===== config.mk =====
export PLATFORM = sky130hd
export DESIGN_NAME = ws2812_frame_sequencer
export DESIGN_NICKNAME = d
export VERILOG_FILES = /design/src/rtl/ws2812_pkg.sv /design/src/rtl/ws2812_bit_encoder.sv /design/src/rtl/ws2812_frame_sequencer.sv
export SDC_FILE = /design/constraint.sdc
export NUM_CORES = 1
export LEC_CHECK = 0
export CORE_MARGIN = 2
export CORE_UTILIZATION = 50
export DETAILED_ROUTE_END_ITERATION = 12
export PLACE_DENSITY = 0.68
export SLEW_MARGIN = 10
export SYNTH_ARGS = -nofsm -noshare
export SYNTH_HDL_FRONTEND = slang
export SYNTH_SLANG_ARGS = --single-unit

===== constraint.sdc =====
create_clock -name clk_i -period 5.2 [get_ports clk_i]
set_input_delay 0.78 -clock clk_i [delete_from_list [all_inputs] [get_ports clk_i]]
set_output_delay 0.78 -clock clk_i [all_outputs]
set_load 0.1 [all_outputs]

===== src/rtl/ws2812_pkg.sv =====
// Shared state encoding, 50 MHz timing defaults and a width helper for the
// WS2812 frame sequencer.
package ws2812_pkg;

    typedef logic [1:0] state_t;

    localparam state_t ST_IDLE  = 2'd0;
    localparam state_t ST_FETCH = 2'd1;
    localparam state_t ST_SEND  = 2'd2;
    localparam state_t ST_LATCH = 2'd3;

    localparam int unsigned NUM_LEDS_DEF     = 32'd60;
    localparam int unsigned T0H_DEF          = 32'd20;
    localparam int unsigned T1H_DEF          = 32'd40;
    localparam int unsigned TBIT_DEF         = 32'd63;
    localparam int unsigned RESET_CYCLES_DEF = 32'd2750;
    localparam int unsigned REQ_LATENCY_DEF  = 32'd1;

    // Bits needed to hold values 0..value-1, never less than one.
    function automatic int unsigned clog2_f(input int unsigned value);
        int unsigned width;
        int unsigned span;
        width = 32'd0;
        span  = 32'd1;
        while (span < value) begin
            span  = span << 1'b1;
            width = width + 32'd1;
        end
        return (width == 32'd0) ? 32'd1 : width;
    endfunction

endpackage


===== src/rtl/ws2812_bit_encoder.sv =====
// Shapes one WS2812 bit: dout high for T0H/T1H cycles, low for the rest of TBIT.
// A start strobe on the last cycle of a bit chains the next bit seamlessly.
module ws2812_bit_encoder
    import ws2812_pkg::*;
#(
    parameter int unsigned T0H  = T0H_DEF,
    parameter int unsigned T1H  = T1H_DEF,
    parameter int unsigned TBIT = TBIT_DEF
) (
    input  logic clk_i,
    input  logic rst_ni,
    input  logic start_i,
    input  logic bit_i,
    output logic dout_o,
    output logic bit_first_o,
    output logic bit_done_o
);

    localparam int unsigned CNT_W = clog2_f(TBIT);
    localparam logic [CNT_W-1:0] CNT_ZERO = CNT_W'(0);
    localparam logic [CNT_W-1:0] CNT_ONE  = CNT_W'(1);
    localparam logic [CNT_W-1:0] CNT_LAST = CNT_W'(TBIT - 1);
    localparam logic [CNT_W-1:0] T0H_C    = CNT_W'(T0H);
    localparam logic [CNT_W-1:0] T1H_C    = CNT_W'(T1H);

    logic [CNT_W-1:0] cnt_q, cnt_d;
    logic             active_q, active_d;
    logic             val_q, val_d;
    logic             dout_q, dout_d;
    logic [CNT_W-1:0] thigh_s;

    // Next-state for the bit-cycle counter and the registered line level.
    always_comb begin
        cnt_d    = cnt_q;
        active_d = active_q;
        val_d    = val_q;
        dout_d   = 1'b0;
        thigh_s  = val_q ? T1H_C : T0H_C;
        if (start_i) begin
            cnt_d    = CNT_ZERO;
            active_d = 1'b1;
            val_d    = bit_i;
            dout_d   = 1'b1;
        end else if (active_q) begin
            if (cnt_q == CNT_LAST) begin
                cnt_d    = CNT_ZERO;
                active_d = 1'b0;
                dout_d   = 1'b0;
            end else begin
                cnt_d  = cnt_q + CNT_ONE;
                dout_d = ((cnt_q + CNT_ONE) < thigh_s);
            end
        end else begin
            dout_d = 1'b0;
        end
    end

    // State registers; reset forces the line low without waiting for a clock.
    always_ff @(posedge clk_i or negedge rst_ni) begin
        if (!rst_ni) begin
            cnt_q    <= CNT_ZERO;
            active_q <= 1'b0;
            val_q    <= 1'b0;
            dout_q   <= 1'b0;
        end else begin
            cnt_q    <= cnt_d;
            active_q <= active_d;
            val_q    <= val_d;
            dout_q   <= dout_d;
        end
    end

    assign dout_o      = dout_q;
    assign bit_first_o = active_q && (cnt_q == CNT_ZERO);
    assign bit_done_o  = active_q && (cnt_q == CNT_LAST);

endmodule


===== src/rtl/ws2812_frame_sequencer.sv =====
// Pulls 3*NUM_LEDS colour bytes per frame from the source, streams them MSB
// first as WS2812 bits, then holds the latch gap before the next frame.
module ws2812_frame_sequencer
    import ws2812_pkg::*;
#(
    parameter int unsigned NUM_LEDS     = NUM_LEDS_DEF,
    parameter int unsigned T0H          = T0H_DEF,
    parameter int unsigned T1H          = T1H_DEF,
    parameter int unsigned TBIT         = TBIT_DEF,
    parameter int unsigned RESET_CYCLES = RESET_CYCLES_DEF,
    parameter int unsigned REQ_LATENCY  = REQ_LATENCY_DEF
) (
    input  logic       clk_i,
    input  logic       rst_ni,
    input  logic       enable_i,
    input  logic [7:0] color_in_i,
    output logic       data_request_o,
    output logic       frame_start_o,
    output logic       busy_o,
    output logic       dout_o
);

    localparam int unsigned NUM_BYTES = 3 * NUM_LEDS;
    localparam int unsigned BYTE_W    = clog2_f(NUM_BYTES);
    localparam int unsigned TMR_SPAN  = (TBIT > RESET_CYCLES) ? TBIT : RESET_CYCLES;
    localparam int unsigned TMR_W     = clog2_f(TMR_SPAN);

    localparam logic [BYTE_W-1:0] BYTE_ZERO  = BYTE_W'(0);
    localparam logic [BYTE_W-1:0] BYTE_ONE   = BYTE_W'(1);
    localparam logic [BYTE_W-1:0] BYTE_LAST  = BYTE_W'(NUM_BYTES - 1);
    localparam logic [TMR_W-1:0]  TMR_ZERO   = TMR_W'(0);
    localparam logic [TMR_W-1:0]  TMR_ONE    = TMR_W'(1);
    localparam logic [TMR_W-1:0]  LAT_LAST   = TMR_W'(REQ_LATENCY);
    localparam logic [TMR_W-1:0]  LATCH_LAST = TMR_W'(RESET_CYCLES - 1);

    state_t            state_q, state_d;
    logic [TMR_W-1:0]  tmr_q, tmr_d;
    logic [2:0]        bit_cnt_q, bit_cnt_d;
    logic [BYTE_W-1:0] byte_cnt_q, byte_cnt_d;
    logic [7:0]        shift_q, shift_d;
    logic [7:0]        next_q, next_d;
    logic              req_q, req_d;
    logic              fs_q, fs_d;
    logic              busy_q, busy_d;

    logic              enc_start_s;
    logic              enc_bit_s;
    logic              enc_first_s;
    logic              enc_done_s;
    logic              capture_s;
    logic              prefetch_arm_s;
    logic [7:0]        nxt_byte_s;

    ws2812_bit_encoder #(
        .T0H  (T0H),
        .T1H  (T1H),
        .TBIT (TBIT)
    ) u_bit_encoder (
        .clk_i       (clk_i),
        .rst_ni      (rst_ni),
        .start_i     (enc_start_s),
        .bit_i       (enc_bit_s),
        .dout_o      (dout_o),
        .bit_first_o (enc_first_s),
        .bit_done_o  (enc_done_s)
    );

    // Frame FSM, byte/bit bookkeeping and prefetch of the following byte.
    always_comb begin
        state_d     = state_q;
        tmr_d       = tmr_q;
        bit_cnt_d   = bit_cnt_q;
        byte_cnt_d  = byte_cnt_q;
        shift_d     = shift_q;
        next_d      = next_q;
        req_d       = 1'b0;
        fs_d        = 1'b0;
        enc_start_s = 1'b0;
        enc_bit_s   = 1'b0;
        // In SEND the timer only runs while a prefetched byte is in flight.
        capture_s      = (state_q == ST_SEND) && (tmr_q == LAT_LAST);
        nxt_byte_s     = capture_s ? color_in_i : next_q;
        prefetch_arm_s = enc_first_s && (bit_cnt_q == 3'd7) && (byte_cnt_q != BYTE_LAST);

        case (state_q)
            ST_IDLE: begin
                tmr_d = TMR_ZERO;
                if (enable_i) begin
                    state_d = ST_FETCH;
                    req_d   = 1'b1;
                    fs_d    = 1'b1;
                end else begin
                    state_d = ST_IDLE;
                end
            end
            ST_FETCH: begin
                if (tmr_q == LAT_LAST) begin
                    shift_d     = color_in_i;
                    enc_start_s = 1'b1;
                    enc_bit_s   = color_in_i[7];
                    bit_cnt_d   = 3'd0;
                    byte_cnt_d  = BYTE_ZERO;
                    tmr_d       = TMR_ZERO;
                    state_d     = ST_SEND;
                end else begin
                    tmr_d = tmr_q + TMR_ONE;
                end
            end
            ST_SEND: begin
                if (capture_s) begin
                    next_d = color_in_i;
                    tmr_d  = TMR_ZERO;
                end else if (tmr_q != TMR_ZERO) begin
                    tmr_d = tmr_q + TMR_ONE;
                end else if (prefetch_arm_s) begin
                    tmr_d = TMR_ONE;
                end else begin
                    tmr_d = tmr_q;
                end

                if (enc_done_s) begin
                    bit_cnt_d = bit_cnt_q + 3'd1;
                    if (bit_cnt_q != 3'd7) begin
                        enc_start_s = 1'b1;
                        enc_bit_s   = shift_q[~(bit_cnt_q + 3'd1)];
                        req_d       = (bit_cnt_q == 3'd6) && (byte_cnt_q != BYTE_LAST);
                    end else if (byte_cnt_q == BYTE_LAST) begin
                        state_d = ST_LATCH;
                        tmr_d   = TMR_ZERO;
                    end else begin
                        byte_cnt_d  = byte_cnt_q + BYTE_ONE;
                        shift_d     = nxt_byte_s;
                        enc_start_s = 1'b1;
                        enc_bit_s   = nxt_byte_s[7];
                    end
                end else begin
                    bit_cnt_d = bit_cnt_q;
                end
            end
            ST_LATCH: begin
                if (tmr_q == LATCH_LAST) begin
                    tmr_d = TMR_ZERO;
                    if (enable_i) begin
                        state_d = ST_FETCH;
                        req_d   = 1'b1;
                        fs_d    = 1'b1;
                    end else begin
                        state_d = ST_IDLE;
                    end
                end else begin
                    tmr_d = tmr_q + TMR_ONE;
                end
            end
            default: begin
                state_d = ST_IDLE;
                tmr_d   = TMR_ZERO;
            end
        endcase

        busy_d = (state_d != ST_IDLE);
    end

    // Sequencer state and registered strobes.
    always_ff @(posedge clk_i or negedge rst_ni) begin
        if (!rst_ni) begin
            state_q    <= ST_IDLE;
            tmr_q      <= TMR_ZERO;
            bit_cnt_q  <= 3'd0;
            byte_cnt_q <= BYTE_ZERO;
            shift_q    <= 8'h00;
            next_q     <= 8'h00;
            req_q      <= 1'b0;
            fs_q       <= 1'b0;
            busy_q     <= 1'b0;
        end else begin
            state_q    <= state_d;
            tmr_q      <= tmr_d;
            bit_cnt_q  <= bit_cnt_d;
            byte_cnt_q <= byte_cnt_d;
            shift_q    <= shift_d;
            next_q     <= next_d;
            req_q      <= req_d;
            fs_q       <= fs_d;
            busy_q     <= busy_d;
        end
    end

    assign data_request_o = req_q;
    assign frame_start_o  = fs_q;
    assign busy_o         = busy_q;

endmodule


Yosys cells after proc, flatten, opt, wreduce, memory -nomap -nowiden --
Index checks and enable logic that the tools add are counted. W data, S select, Z words.
Storage, ports and cells: flip-flop bits (word level) 53, input port bits 11, output and inout bits 4, logic and storage cells 107
Cells by class: add/subtract/negate cells 4, $lt $le $gt $ge 2, eq/ne operators 15, mux-type cells 58, bitwise gates (word level) 1, reductions and logical operators 14
Operators with widths (number):
- $mux W12 | 8
- $mux W8 | 9
- $pmux W12 S4 | 1
- $pmux W8 S2 | 2
- $mux W6 | 4
- $mux W1 | 20
- $add A12 B1 Y12 const B | 1
- $eq A12 B1 Y1 const B | 1
- $eq A12 B12 Y1 const B | 1
- $reduce_bool A12 Y1 | 1
- $mux W2 | 5
- $add A8 B1 Y8 const B | 1
- $eq A8 B8 Y1 const B | 1
- $ne A2 B2 Y1 const B | 4
- $ne A8 B8 Y1 const B | 1
- $pmux W2 S4 | 1
- $add A6 B1 Y6 const B | 1
- $eq A3 B3 Y1 const B | 2
- $eq A6 B6 Y1 const B | 1
- $logic_and A1 B1 Y1 | 6
- $logic_not A6 Y1 | 1
- $lt A6 B6 Y1 | 1
- $mux W3 | 2
- $pmux W1 S2 | 3
- other kinds (13) | 16

Depth between registers and ports, before layout --
word-level depth 11, depth in mapped cells 9, depth with buffers taken out 7

Hierarchy --
From an unflattened synthesis, not the netlist that was laid out.
Unflattened totals: cells, all modules 308, area, all modules 3051.7 sq um
Modules (own cells, without submodules):
- ws2812_frame_sequencer | instances 1, cells each 245, area an instance 2464.9 sq um, sequential area each 1101.1 sq um
- ws2812_bit_encoder | instances 1, cells each 63, area an instance 586.8 sq um, sequential area each 225.2 sq um

Worst setup path after synthesis --
OpenSTA, ideal clock, no wires.
path kind register -> register, start point register bit_cnt_q[0], end point register shift_q[5], library setup time 125 ps, data arrival time 2021 ps, required time 5075 ps, setup slack 3054 ps, cell stages (with the launch flop) 8, path buffers 1, clock period less this slack 2146 ps, cell sequence dfrtp_1 ha_1 ha_1 a21boi_0 and2_1 o21ai_2 buf_4 mux2_2
Between the ends: word-level cells in the longest chain between the ends 3
Ends and longest elaborated chain:
- start: declaration | RTL line ws2812_frame_sequencer.sv:38 | logic [2:0] bit_cnt_q, bit_cnt_d;
- start signal: assignment | RTL line ws2812_frame_sequencer.sv:178 | bit_cnt_q <= bit_cnt_d;
- $ne A3 B3 Y1 | RTL line ws2812_frame_sequencer.sv:123 | if (bit_cnt_q != 3'd7) begin
- $ne A2 B2 Y1 (no source line)
- $reduce_and A5 Y1 (no source line)
- end signal: assignment | RTL line ws2812_frame_sequencer.sv:180 | shift_q <= shift_d;
- end: declaration | RTL line ws2812_frame_sequencer.sv:40 | logic [7:0] shift_q, shift_d;
No other way between the ends. A chain may end at the register's enable or synchronous reset.

Worst setup path after layout --
start point register req_q, in the netlist data_request_o, end point output port data_request_o
RTL lines:
- start: declaration | RTL line ws2812_frame_sequencer.sv:42 | logic req_q, req_d;
- start signal: assignment | RTL line ws2812_frame_sequencer.sv:182 | req_q <= req_d;
- end: declaration | RTL line ws2812_frame_sequencer.sv:17 | output logic data_request_o,
No word-level cell between the ends.

==> results.json <==
{
  "status": "finished clean",
  "timing.fmax_mhz": 392,
  "hold_viol": 0,
  "cts-root-buf": "clkbuf_8",
  "wl_per_cell_um": 15.4,
  "ir_worst_vdd_mv": 0.122,
  "layout.cells.non_filler": 382,
  "crit_buf_inv": 1,
  "reg2reg_depth": 6,
  "grt_pass1_vias": 2140,
  "numCtsBuffers": 5,
  "cts_tree": "yes",
  "synth.largest_area_cell": "dfrtp_1",
  "antenna_found_initial": 0,
  "rsz0062_at_grt": "no",
  "fp.dieArea_um2": 6770,
  "synth_nets": 319,
  "fp.dieW_um": 82.3,
  "crit_path_end_kind": "output port",
  "worst_pin_slew_ns": 0.965,
  "leakage_nw": 1.46,
  "critPathLaunchType": "flip-flop",
  "nets": 334,
  "synth-seq-cells": 53,
  "critical_path.slowest_cell": "clkdlybuf4s50_1",
  "fin_crit_sh": 0.491,
  "grt_usage": 0.192,
  "synthesis.area_um2": 3070,
  "synthFlopType": "dfrtp_1",
  "path_delay_family": "buffers and inverters",
  "fin_crit_ns": 2.55,
  "hold_buffers": 0,
  "antenna_left": 0,
  "cp.required_ns": 4.42,
  "rows": 28,
  "nFillCells": 525,
  "via_per_inst": 5.84,
  "synth.top_cells.by_count": "dfrtp_1, nor2_1, mux2_2",
  "slew_headroom": 0.355,
  "async_reset_ff_frac": 1.00,
  "avgSynthCellArea_um2": 10.5,
  "boundaryPins": 15,
  "yosysWarnings": 0,
  "critPathKind": "reg2out",
  "post-place-ws_ns": 2.71,
  "drt_pass1_iterations": 4,
  "hpwl_um": 4140,
  "worst_slack_ns": 2.65,
  "fin_skew_ns": 0.00977,
  "synth_top_cell_area_share": 0.433,
  "grt.met3_usage": 0.0315,
  "totalWireLength_um": 5870,
  "drc": 0,
  "setup_viol": 0,
  "grt_util_met2": 0.304,
  "regArea_um2": 1330,
  "gr-total-overflow": 0,
  "place_congestion": 0.843,
  "grt.met1_usage": 0.271,
  "synth_edf_count": 0,
  "multi_input_area_um2": 1650,
  "worstPathArrival_ns": 1.77,
  "antenna_cells": 0,
  "clkSinkCount": 53,
  "drv_cap": 0,
  "synth_most_common_cell": "dfrtp_1",
  "post_route_cells_drive_above_1_share": 0.156,
  "path_depth": 1,
  "die_h_um": 82.3,
  "grt_pass1_wl_um": 10100,
  "grt-busiest-layer": "met2",
  "p_per_area_nw_per_um2": 205,
  "synth-seq-area-share": 0.433,
  "synthTopCellsByArea": "dfrtp_1, ha_1, mux2_2",
  "hp-class": "reg2reg",
  "hold_depth": 1,
  "critPathMaxStageDelay_ns": 1.12,
  "cts_htree_levels": 2,
  "initial_core_util": 0.518,
  "portBuffers": 14,
  "numPlacedInstances": 374,
  "syn2layout_area_growth_pct": 9.22,
  "slew_violations": 0,
  "via_count": 2230,
  "drtIter0Drc": 150,
  "cts_resized": 0,
  "post-cts-setup-buffer-count": 0,
  "grt_max_degree": 54,
  "synth_cell_types": 55,
  "clkTransAtPathRegs_ns": 0.10,
  "cts_buffer_depth": 2,
  "whs_ns": 0.511,
  "path_cells": "clkdlybuf4s50_1",
  "clkLatencyLatePin_ns": 0.31,
  "critPathMaxFanout": 1,
  "core_area_um2": 5920,
  "finalSetupTns_ns": 0,
  "postSynthCellCount": 291
}
==> cells in the final DEF (no fill, tap or decap), types with 3 or more instances in the layout <==
| cell | Yosys | layout |
|---|---|---|
| nor2b_1 | 5 | 5 |
| clkbuf_8 | 0 | 5 |
| inv_1 | 13 | 13 |
| mux2_2 | 18 | 18 |
| o22a_1 | 6 | 6 |
| mux2_4 | 8 | 8 |
| a22o_1 | 3 | 3 |
| nor2_1 | 27 | 27 |
| o21ai_0 | 14 | 14 |
| clkdlybuf4s50_1 | 0 | 13 |
| a31oi_1 | 3 | 3 |
| nor3_1 | 10 | 10 |
| nand2_1 | 17 | 17 |
| a21o_1 | 3 | 3 |
| nand3_1 | 13 | 13 |
| nand4_1 | 8 | 8 |
| ha_1 | 17 | 17 |
| a21oi_1 | 8 | 8 |
| xor2_1 | 9 | 9 |
| xnor2_1 | 5 | 5 |
| and3_1 | 6 | 6 |
| dfrtp_1 | 53 | 53 |
==> flip-flops by register name, indices dropped and copies added, names as in the netlist <==
register	cells
bit_cnt_q	3
busy_o	1
byte_cnt_q	8
data_request_o	1
frame_start_o	1
next_q	8
shift_q	8
state_q	2
tmr_q	12
u_bit_encoder.active_q	1
u_bit_encoder.cnt_q	6
u_bit_encoder.dout_o	1
u_bit_encoder.val_q	1
==> cell type report <==
class,instances,area share
Multi-Input combinational cell,217,0.492
Sequential cell,53,0.396
Timing Repair Buffer,16,0.0448
Tap cell,75,0.0280
Clock buffer,6,0.0217
Inverter,13,0.0146
Clock inverter,2,0.00299
==> final timing paths <==
| kind | slack, ns | from | to |
|---|---|---|---|
| max | 2.65 | data_request_o | data_request_o |
| max reg2reg | 2.72 | bit_cnt_q[0] | shift_q[1] |
| min in group asynchronous | 0.59 | rst_ni | byte_cnt_q[2] |
| min | 0.51 | shift_q[7] | shift_q[7] |
| max in group asynchronous | 4.16 | rst_ni | tmr_q[0] |
| min reg2reg | 0.51 | shift_q[7] | shift_q[7] |
==> cells by family (layout without fill, tap and decap cells) <==
group,after synthesis,after routing,share of synthesized area
buffers and inverters,21,37,0.0302
AOI/OAI and AO/OA,55,55,0.125
and+or+nand+nor,103,103,0.182
DFF,53,53,0.433
xor gates and xnor gates,14,14,0.0400
adders and majority gates,17,17,0.0694
muxes,28,28,0.120
==> routing by layer <==
metal / part of all wire / vias up
met4: 0.012 / 0
met5: 0 / -
met2: 0.46 / 51
li1: - / 1080
met1: 0.50 / 1092
met3: 0.037 / 7
==> report_power, final <==
| part | leakage [nW] | switching (mW) | internal, mW |
|---|---|---|---|
| Sequential | 0.660 | 0.00375 | 0.419 |
| Combinational | 0.753 | 0.0194 | 0.0194 |
| Clock | 0.0450 | 0.132 | 0.0937 |
| Total | 1.46 | 0.155 | 0.532 |
==> per-stage QoR <==
| stage | total power, mW | utilization | area [um^2] |
|---|---|---|---|
| CTS | 0.699 | 0.566 | 3350 |
| global route | 0.721 | 0.566 | 3350 |
| finish | 0.688 | 0.566 | 3350 |
| detailed placement | 0.471 | 0.552 | 3270 |
| floorplan | 0.449 | - | 3070 |
| global placement | 0.469 | 0.552 | 3270 |
No activity file was read; power rests on OpenSTA's default activity.
==> edit (same flow settings) <==
Remove the register `req_q`: a continuous assignment takes its place, so the output `data_request_o` follows one clock earlier.
--- a/src/rtl/ws2812_frame_sequencer.sv
+++ b/src/rtl/ws2812_frame_sequencer.sv
@@ -169,7 +169,6 @@
             byte_cnt_q <= BYTE_ZERO;
             shift_q    <= 8'h00;
             next_q     <= 8'h00;
-            req_q      <= 1'b0;
             fs_q       <= 1'b0;
             busy_q     <= 1'b0;
         end else begin
@@ -179,11 +178,12 @@
             byte_cnt_q <= byte_cnt_d;
             shift_q    <= shift_d;
             next_q     <= next_d;
-            req_q      <= req_d;
             fs_q       <= fs_d;
             busy_q     <= busy_d;
         end
     end
+
+    assign req_q = req_d;
 
     assign data_request_o = req_q;
     assign frame_start_o  = fs_q;
Behaviour: not the same (a bounded check fails within 4 cycles, from zero or initial values and one cycle with rst_ni low).
==> edit against the unedited design <==
- worst hold slack gained 0.0017 ns
- wire length shrank 1.2%
- register-to-register slack lost 0.14 ns
- utilization grew 1.2 points
- sequential cell count shrank 1
- synthesized area shrank 0.82%
- total power grew 21%
- design area grew 1.5%
- worst setup slack lost 1.5 ns
- critical endpoint unchanged
==> edit: results <==
group,metric,value,unit
critical_path,reg2reg_to,"shift_q[4]$_DFFE_PN0P_",
synthesis,syn_nets,318,
synthesis,synthMuxAreaShare,12.1,%
placement,placed_area,3240,µm²
critical_path,cp.arrival,3.23,ns
synthesis,ys_warn_count,0,
routing,wirelength,5.80,mm
power,ir_worst_vdd,0.158,mV
hold_path,min_path_type,"reg -> reg",
timing,skew,0.00515,ns
synthesis,synth_top_area_share,42.8,%
outcome,run_status,"finished clean",
synthesis,yosys.area_share.adder,7.00,%
placement,hpwl,4.18,mm
routing,wl_per_cell,15.2,µm
hold_path,holdPathStages,1,
finish,regMostFlops,"tmr_q",
synthesis,synth_compound_area_share,12.6,%
timing,max_freq,0.249,GHz
placement,preCtsSetupSlack,1.50,ns
finish,nFillCells,512,
finish,num-nets-final,333,
critical_path,worstSetupStartpoint,"tmr_q[1]$_DFF_PN0_",
critical_path,crit_path_max_fanout,5,
timing,finalHoldWorstSlack,0.513,ns
grt,antenna_found_initial,0,
synthesis,yosys-top-cells-area,"dfrtp_1 43%, ha_1 7.0%, mux2_2 6.7%",
critical_path,endpoint,"data_request_o",
placement,gp_congestion,0.847,
hold_path,hp-start,"next_q[2]$_DFFE_PN0P_",
hold_path,hold_end,"next_q[2]$_DFFE_PN0P_",
finish,drive_gt1_share,16.0,%
placement,dp.cells,373,
power,switching_power,157,µW
routing,vias,2168,
placement,io_buffers,14,
grt,grtUsageTotal,19.5,%
timing,slew_headroom,35.6,%
grt,grt_pass1_vias,2090,
synthesis,async_flop_share,100,%
routing,first_pass_iters,5,
clocking,cts_max_path_buffers,2,
synthesis,synth-xor-area-share,4.03,%
synthesis,synth-seq-area-share,42.8,%
synthesis,synth_common_cells,"52 x dfrtp_1, 27 x nor2_1, 18 x mux2_2",
grt,grt_pass1_wl,10.0,mm
routing,drtIter0Drc,114,
critical_path,r2r.worst_path.cells,7,
critical_path,r2r-start,"state_q[0]$_DFF_PN0_",
power,p_leak,0.00148,µW
critical_path,reg2reg_slack,2.58,ns
clocking,h-tree-depth,2,
grt,grt_start_max_net_pins,53,
synthesis,syn_inst,290,
clocking,root_buffer,"clkbuf_8",
## edit: area by class of cell
type | instances | area [µm²] | area share (%)
clock inverter | 3 | 90.1 | 2.65
clock buffer | 5 | 68.8 | 2.02
inverter | 13 | 48.8 | 1.44
tap | 75 | 93.8 | 2.76
sequential | 52 | 1300 | 38.3
timing repair buffer | 16 | 150 | 4.42
multi-input combinational | 217 | 1650 | 48.4
## edit: metal layers
layer	wire length, µm	global-route usage [%]	up-vias
met5	0	0	-
met4	85	6.83	0
met3	179	3.52	9
met2	2690	31.0	36
met1	2850	26.9	1040
li1	-	-	1083
## edit: critical path: stages, from the launching register on
cell	delay, ns
dfrtp_1	0.43
inv_1	0.09
ha_1	0.15
or4b_1	0.46
nor4_1	0.22
o21ai_0	0.19
a21oi_1	0.21
clkdlybuf4s50_1	1.16
## edit: power groups by stage
stage	sequential, µW	combinational [µW]	clock [µW]
floorplan	427	14.4	0
global placement	423	38.3	0
detailed placement	423	38.9	0
CTS	415	39.0	384
global route	416	42.4	402
finish	415	38.0	375
